--- config.mk ---
export PLATFORM = sky130hd
export DESIGN_NAME = seq_detector_prog
export DESIGN_NICKNAME = d
export VERILOG_FILES = /design/src/rtl/seq_detector_prog.sv
export SDC_FILE = /design/constraint.sdc
export NUM_CORES = 1
export LEC_CHECK = 0
export ABC_AREA = 1
export CORE_MARGIN = 8
export CORE_UTILIZATION = 25
export CTS_CLUSTER_SIZE = 25
export DETAILED_ROUTE_END_ITERATION = 8
export GPL_ROUTABILITY_DRIVEN = 1
export MAX_ROUTING_LAYER = met4
export PLACE_DENSITY = 0.55
export SLEW_MARGIN = 20
export SYNTH_ARGS = -nofsm -noshare
export SYNTH_HDL_FRONTEND = slang
export SYNTH_SLANG_ARGS = --single-unit
--- constraint.sdc ---
create_clock -name clk -period 4.8 [get_ports clk]
set_input_delay 1.2 -clock clk [delete_from_list [all_inputs] [get_ports clk]]
set_output_delay 1.2 -clock clk [all_outputs]
set_load 0.01 [all_outputs]
--- src/rtl/seq_detector_prog.sv ---
// Programmable serial bit-pattern detector: runtime-loadable pattern, length and
// overlap mode, with a one-cycle match pulse and a saturating match counter.
module seq_detector_prog #(
  parameter int          MAX_LEN       = 8,
  parameter int          CNT_W         = 8,
  parameter logic [15:0] RESET_PATTERN = 16'h000B,
  parameter int          RESET_LEN     = 4,
  parameter bit          RESET_OVERLAP = 1'b1,
  localparam int         LEN_W         = $clog2(MAX_LEN + 1)
) (
  input  logic               clk,
  input  logic               rst_n,
  input  logic               ena,
  input  logic               bit_in,
  input  logic               bit_valid,
  input  logic               cfg_load,
  input  logic [MAX_LEN-1:0] cfg_pattern,
  input  logic [LEN_W-1:0]   cfg_len,
  input  logic               cfg_overlap,
  input  logic               count_clear,
  output logic               match,
  output logic [CNT_W-1:0]   match_count,
  output logic               armed
);

  logic [MAX_LEN-1:0] r_hist, r_pat;
  logic [LEN_W-1:0]   r_fill, r_len;
  logic               r_ovl, r_match, r_armed;
  logic [CNT_W-1:0]   r_cnt;

  logic [MAX_LEN-1:0] w_hist_shift, w_mask, w_hist_nxt, w_pat_nxt;
  logic [LEN_W-1:0]   w_fill_inc, w_fill_nxt, w_len_nxt, w_len_clamp;
  logic               w_accept, w_hit, w_ovl_nxt;
  logic [CNT_W-1:0]   w_cnt_nxt;

  always_comb begin
    w_accept     = ena && bit_valid && !cfg_load;
    w_hist_shift = {r_hist[MAX_LEN-2:0], bit_in};
    w_fill_inc   = (r_fill == LEN_W'(MAX_LEN)) ? r_fill : r_fill + 1'b1;
    for (int i = 0; i < MAX_LEN; i++) w_mask[i] = (i < int'(r_len));
    // Only the newest len bits are compared; the fill gate keeps stale bits out.
    w_hit = w_accept && ((w_hist_shift & w_mask) == (r_pat & w_mask)) && (w_fill_inc >= r_len);

    if (cfg_len == '0)                     w_len_clamp = LEN_W'(1);
    else if (cfg_len > LEN_W'(MAX_LEN))    w_len_clamp = LEN_W'(MAX_LEN);
    else                                   w_len_clamp = cfg_len;

    // NOTE: every combinational output gets a default first so no latch is inferred.
    w_hist_nxt = r_hist;
    w_fill_nxt = r_fill;
    w_pat_nxt  = r_pat;
    w_len_nxt  = r_len;
    w_ovl_nxt  = r_ovl;
    w_cnt_nxt  = r_cnt;

    if (ena) begin
      if (cfg_load) begin
        w_pat_nxt  = cfg_pattern;
        w_len_nxt  = w_len_clamp;
        w_ovl_nxt  = cfg_overlap;
        w_hist_nxt = '0;
        w_fill_nxt = '0;
      end else if (bit_valid) begin
        w_hist_nxt = w_hist_shift;
        w_fill_nxt = (w_hit && !r_ovl) ? '0 : w_fill_inc;
      end
      if (w_hit && r_cnt != '1) w_cnt_nxt = r_cnt + 1'b1;
      if (count_clear)          w_cnt_nxt = '0;
    end
  end

  // NOTE: sequential state uses non-blocking assignments so all registers update together.
  always_ff @(posedge clk or negedge rst_n) begin
    if (!rst_n) begin
      r_hist  <= '0;
      r_fill  <= '0;
      r_pat   <= RESET_PATTERN[MAX_LEN-1:0];
      r_len   <= LEN_W'(RESET_LEN);
      r_ovl   <= RESET_OVERLAP;
      r_cnt   <= '0;
      r_match <= 1'b0;
      r_armed <= 1'b0;
    end else begin
      r_hist  <= w_hist_nxt;
      r_fill  <= w_fill_nxt;
      r_pat   <= w_pat_nxt;
      r_len   <= w_len_nxt;
      r_ovl   <= w_ovl_nxt;
      r_cnt   <= w_cnt_nxt;
      r_match <= w_hit;
      r_armed <= (w_fill_nxt >= w_len_nxt);
    end
  end

  assign match       = r_match;
  assign match_count = r_cnt;
  assign armed       = r_armed;

endmodule

==> run_results.csv, run 1 <==
group,metric,value,unit
critical_path,cp.required,4.97,ns
critical_path,critPathBufInv,4,
final_layout,final_nets,329,
global_route,grt_pass1_vias,1751,
detailed_routing,via_per_inst,4.24,
timing,period_share,75.3,%
pwr,p_seq_share,42.8,%
detailed_routing,drt-initial-drc-count,46,
synthesis,syn_inst,265,
clock_tree,cts_setup_buffers,0,
pwr,p_per_area,313,nW/um2
critical_path,crit_path_top_delay_cell,"clkdlybuf4s50_1",
synthesis,syn-mean-instance-area,7.79,um2
detailed_routing,wl_per_cell,11.8,um
critical_path,critPathKind,"in -> reg",
critical_path,cp-end-kind,"register",
synthesis,synth_warnings,0,
clock_tree,cts.sinks,34,
status,status,"finished clean",
critical_path,max_stage_delay,0.70,ns
pwr,power.internal,0.555,mW
clock_tree,clock_path_buffers,2,
die,core_region_area,8090,um2
detailed_routing,drc,0,
die,die_h,107,um
clock_tree,insertion_delay,0.29,ns
clock_tree,ctsHtreeMaxLevel,2,
synthesis,yosys_most_used_dff,"dfrtp_1",
pwr,p_sw_share,31.0,%
pwr,p_leak,1.25,nW
die,io_pins,30,
final_layout,diodes,0,
placed_design,portBuffers,29,
synthesis,syn_nets,296,
placed_design,dp_hpwl,3590,um
timing,slew-limit-headroom,62.3,%
timing,worst_slew_pin_slew,0.564,ns
final_layout,layout_common_cells,"87 x nand2_1, 36 x inv_1, 29 x dfrtp_1, 29 x clkdlybuf4s50_1, 22 x nor2_1",
global_route,grt_pass1_wl,8260,um
detailed_routing,vias,1713,
synthesis,ys_types,32,
flow_run,max-cap-violations,0,
clock_tree,cts_tree,"built",
clock_tree,clk_pin_slew_worst_paths,0.08,ns
critical_path,arrival,3.79,ns
synthesis,synth-async-reset-ratio,100,%
synthesis,synth_enable_flop_cells,0,
critical_path,startpoint_type,"primary input",
final_layout,final_common_cell,"nand2_1",
detailed_routing,final_antenna_net_count,0,
min_path,min_path_type,"reg -> reg",
pwr,netSwitchingPower,0.249,mW
die,start_util,25.5,%
timing,period_needed,3.62,ns
timing,fmax,277,MHz
die,fp-row-count,33,
timing,slew_viol_final,0,
placed_design,finalWeightedCongestion,0.807,
global_route,grt_use_total,9.13,%
timing,finClkSkew,0.00499,ns
timing,setup_tns,0,ns
clock_tree,cts_root_buf,"clkbuf_8",
detailed_routing,drt_pre_antenna_iters,4,
die,die_x,107,um
die,dieArea,11400,um2
global_route,grt_max_degree,35,
timing,rsz0062_at_grt,"no",
pwr,clkPwrFrac,34.0,%
final_layout,drive_gt1_share,10.0,%
timing,hold_viol,0,
synthesis,synth_seq_cells,34,
detailed_routing,routed_wl,4770,um
clock_tree,post_cts_resized,0,
clock_tree,numCtsBuffers,5,
global_route,grt_overflow,0,
critical_path,path_max_fanout,17,
critical_path,cp_cell_sequence,"clkdlybuf4s50_1 > nand2_1 > clkinv_1 > o22ai_1 > inv_1 > ha_1 > inv_1 > nor2_1 > o211ai_1 > nand3_1",
final_layout,syn_to_final_growth,24.6,%
clock_tree,ctsHoldBuffers,0,
pwr,combPwrFrac,23.1,%
critical_path,crit_family,"buffers and inverters",
pwr,peakVddDrop,0.148,mV
synthesis,ys_seq_area_share,41.5,%
global_route,antenna_found_initial,0,
timing,setup_viol,0,
synthesis,syn_area,2060,um2
final_layout,final_util,31.8,%
critical_path,cpMostUsedCell,"inv_1",
## path summary, 6_finish.rpt
kind                       startpoint        end  slack [ns]  cells past startpoint
min in group asynchronous       rst_n  r_hist[2]        1.31                      2
max in group asynchronous       rst_n   r_pat[0]        3.13                      2
hold / removal               r_pat[0]   r_pat[0]        0.48                      2
setup / recovery                  ena      armed        1.18                     10
hold reg to reg              r_pat[0]   r_pat[0]        0.48                      2
setup reg to reg            r_fill[0]      armed        1.93                     20
## cell usage after synthesis, types with 2 or more instances
library cell	count	area [um2]
nand2_2	2	12.5
nand3_1	15	75.1
nand4_2	2	25.0
o21ai_0	8	40.0
nand4_1	3	18.8
nor2_4	2	22.5
ha_1	11	138
dfstp_2	5	131
nor2_2	2	12.5
nand2_4	2	22.5
dfrtp_1	29	726
or2_2	2	12.5
nor3_1	2	10.0
xnor2_1	3	26.3
a21oi_1	4	20.0
o22ai_1	8	50.1
inv_1	36	135
nor2_1	22	82.6
xor2_1	8	70.1
nand2_1	87	327
## cell families after synthesis
kind of cell	Yosys count	synth area share, %
buffers and inverters	41	8.49
AOI/OAI and AO/OA	23	6.85
adders and majority gates	11	6.67
xor gates and xnor gates	11	4.67
DFF	34	41.5
and+or+nand+nor	145	31.8
## cell type report
cell class              instances  area [um2]
clock buffers                   5        68.8
clock inverters                 3        45.0
fillers                       879        5520
inverters                      37         139
multi-input cells             190        1030
flip-flops and latches         34         857
well taps                     105         131
repair buffers                 30         298
## routing by layer
metal,global-route usage [%],up-vias,wire length [um]
met2,13.9,33,2130
met1,11.7,775,2390
met3,2.58,5,201
met4,2.11,0,48
li1,-,900,-
met5,-,-,0
## registers in the layout (all words and copies together) (netlist names)
signal and flops:
armed 1, match 1, match_count 8, r_fill 4
r_hist 7, r_len 4, r_ovl 1, r_pat 8
## power by group through the flow
stage,registers [mW],logic (mW),clock network (mW)
5_1_grt,0.348,0.214,0.292
2_1_floorplan,0.346,0.119,0
3_3_place_gp,0.349,0.185,0
4_1_cts,0.344,0.189,0.279
3_5_place_dp,0.349,0.188,0
6_report,0.344,0.186,0.273
## per-stage QoR
stage	hold slack, ns	setup WS, ns	total power [mW]	cells	area [um2]
after detailed placement	0.471	0.839	0.537	396	2460
after global placement	0.471	0.926	0.534	396	2460
after floorplan	0.455	2.03	0.465	265	2060
after CTS	0.485	1.14	0.812	404	2570
final	0.482	1.18	0.804	404	2570
after global routing	0.498	0.912	0.853	404	2570
## tightest hold or removal path, stage by stage (launching register included)
cell and delay, ns:
dfstp_2 0.38, nand2_1 0.06, nand2_1 0.05
(Power assumes the default switching activity.)
==> run 2, diff against run 1 <==
==> constraint.sdc (replaced) <==
create_clock -name clk -period 3.6 [get_ports clk]
set_input_delay 0.9 -clock clk [delete_from_list [all_inputs] [get_ports clk]]
set_output_delay 0.9 -clock clk [all_outputs]
set_load 0.01 [all_outputs]
==> run 2 against run 1 <==
Combinational power up 36%. Power grew 25%. Register-to-register slack lost 1.2 ns. Sequential power is 33% higher.
==> run_results.csv, run 2 (same netlist as run 1, synthesis figures left out) <==
group,metric,value,unit
status,status,"finished clean",
timing,finalWorstSetupSlack,0.747,ns
detailed_routing,wl_met1,2420,um
timing,setup_viol,0,
detailed_routing,route.met2.wl,2120,um
clock_tree,numCtsBuffers,5,
pwr,combPwrFrac,25.2,%
critical_path,path_max_fanout,4,
global_route,grt_max_degree,35,
timing,slew-limit-headroom,69.6,%
clock_tree,clk_pin_slew_worst_paths,0.07,ns
global_route,grt_pass1_wl,8290,um
timing,setup_tns,0,ns
die,die_h,107,um
timing,hold_viol,0,
final_layout,final_nets,332,
critical_path,critPathKind,"reg -> reg",
die,core_region_area,8090,um2
critical_path,cp-end-kind,"register",
pwr,peakVddDrop,0.144,mV
timing,slew_viol_final,0,
placed_design,portBuffers,29,
critical_path,cp_cell_sequence,"inv_1 > ha_1 > nand2_1 > nor2_1 > xor2_1 > inv_1 > ha_1 > o21bai_1 > nand3_1 > nand3_1 > nand4_2 > nand2_1 > nand2_1 > nand2_1 > nand2_1 > ha_1 > inv_1 > nor2_1 > o211ai_1 > nand3_1",
die,die_x,107,um
final_layout,syn_to_final_growth,24.6,%
flow_run,max-cap-violations,0,
die,io_pins,30,
clock_tree,cts_tree,"built",
final_layout,layout_common_cells,"87 x nand2_1, 36 x inv_1, 29 x dfrtp_1, 29 x clkdlybuf4s50_1, 22 x nor2_1",
pwr,power.internal,0.690,mW
placed_design,finalWeightedCongestion,0.824,
timing,worst_slew_pin_slew,0.456,ns
final_layout,final_util,31.8,%
clock_tree,clock_path_buffers,2,
detailed_routing,dr_wl_met3,174,um
final_layout,diodes,0,
placed_design,dpl.cell_count,399,
timing,rsz0062_at_grt,"no",
min_path,min_path_type,"reg -> reg",
critical_path,cpMostUsedCell,"nand2_1",
detailed_routing,drc,0,
critical_path,arrival,3.01,ns
pwr,p_per_area,391,nW/um2
placed_design,dp_slack,0.497,ns
placed_design,dp_hpwl,3660,um
die,start_util,25.5,%
global_route,grt_pass1_vias,1819,
detailed_routing,drt-initial-drc-count,78,
critical_path,startpoint_type,"register",
die,dieArea,11400,um2
timing,fmax,351,MHz
pwr,p_sw_share,31.2,%
detailed_routing,vias,1768,
pwr,netSwitchingPower,0.314,mW
final_layout,instances_no_fill,407,
clock_tree,cts_setup_buffers,0,
final_layout,final_common_cell,"nand2_1",
timing,period_share,79.2,%
detailed_routing,via_per_inst,4.34,
clock_tree,insertion_delay,0.28,ns
pwr,total_power,1.00,mW
critical_path,crit_path_top_delay_cell,"dfrtp_1",
clock_tree,post_cts_resized,0,
global_route,grt_overflow,0,
global_route,antenna_found_initial,0,
detailed_routing,wl_per_cell,11.7,um
critical_path,cp.required,3.76,ns
pwr,clkPwrFrac,29.3,%
clock_tree,cts_root_buf,"clkbuf_8",
final_layout,fillers,894,
clock_tree,cts.sinks,34,
detailed_routing,routed.top_layer,"met4",
critical_path,max_stage_delay,0.41,ns
pwr,p_leak,1.26,nW
die,fp-row-count,33,
global_route,grt_use_total,9.13,%
detailed_routing,drt_pre_antenna_iters,4,
timing,finClkSkew,0.00671,ns
detailed_routing,routed_wl,4750,um
critical_path,r2r_slack,0.75,ns
pwr,p_seq_share,45.5,%
clock_tree,ctsHoldBuffers,0,
timing,period_needed,2.85,ns
final_layout,drive_gt1_share,10.6,%
detailed_routing,final_antenna_net_count,0,
clock_tree,ctsHtreeMaxLevel,2,
## run 2: path summary, 6_finish.rpt
kind                            cells after the start       end      start
min in group asynchronous                           2  r_pat[6]      rst_n
max in group asynchronous                           2  r_pat[1]      rst_n
worst min register to register                      2  r_pat[0]   r_pat[0]
worst min-delay path                                2  r_pat[0]   r_pat[0]
worst max register to register                     20     armed  r_fill[0]
worst max-delay path                               20     armed  r_fill[0]
## run 2: area by class of cell
class	count	area, um2	area share [%]
Sequential cell	34	857	33.3
Clock inverter	1	5.00	0.195
Timing Repair Buffer	33	320	12.5
Inverter	37	139	5.40
Multi-Input combinational cell	190	1030	40.1
Clock buffer	7	86.3	3.36
Tap cell	105	131	5.11
## run 2: per-layer routing
layer,GRT usage (%),up-vias
li1,-,907
met1,11.6,820
met2,14.1,37
met3,2.58,4
met4,2.11,0
met5,-,-
## run 2: critical path: cells and delay by family, from the launching register on
family,cells,cell delay [ns]
buf+inv,3,0.24
flops,1,0.41
xor+xnor,1,0.22
compound gates,2,0.28
simple gates,11,0.96
fa+ha+maj,3,0.62
## run 2: power by group through the flow
stage / logic (mW) / clock network, mW / registers [mW]
floorplan: 0.159 / 0 / 0.462
global placement: 0.252 / 0 / 0.465
detailed placement: 0.256 / 0 / 0.464
CTS: 0.258 / 0.310 / 0.457
global route: 0.292 / 0.324 / 0.463
finish: 0.253 / 0.294 / 0.457
## run 2: metrics by stage
stage	instance area (um2)	hold slack [ns]
global route	2570	0.513
CTS	2570	0.480
global placement	2480	0.473
finish	2570	0.477
detailed placement	2480	0.467
floorplan	2060	0.455
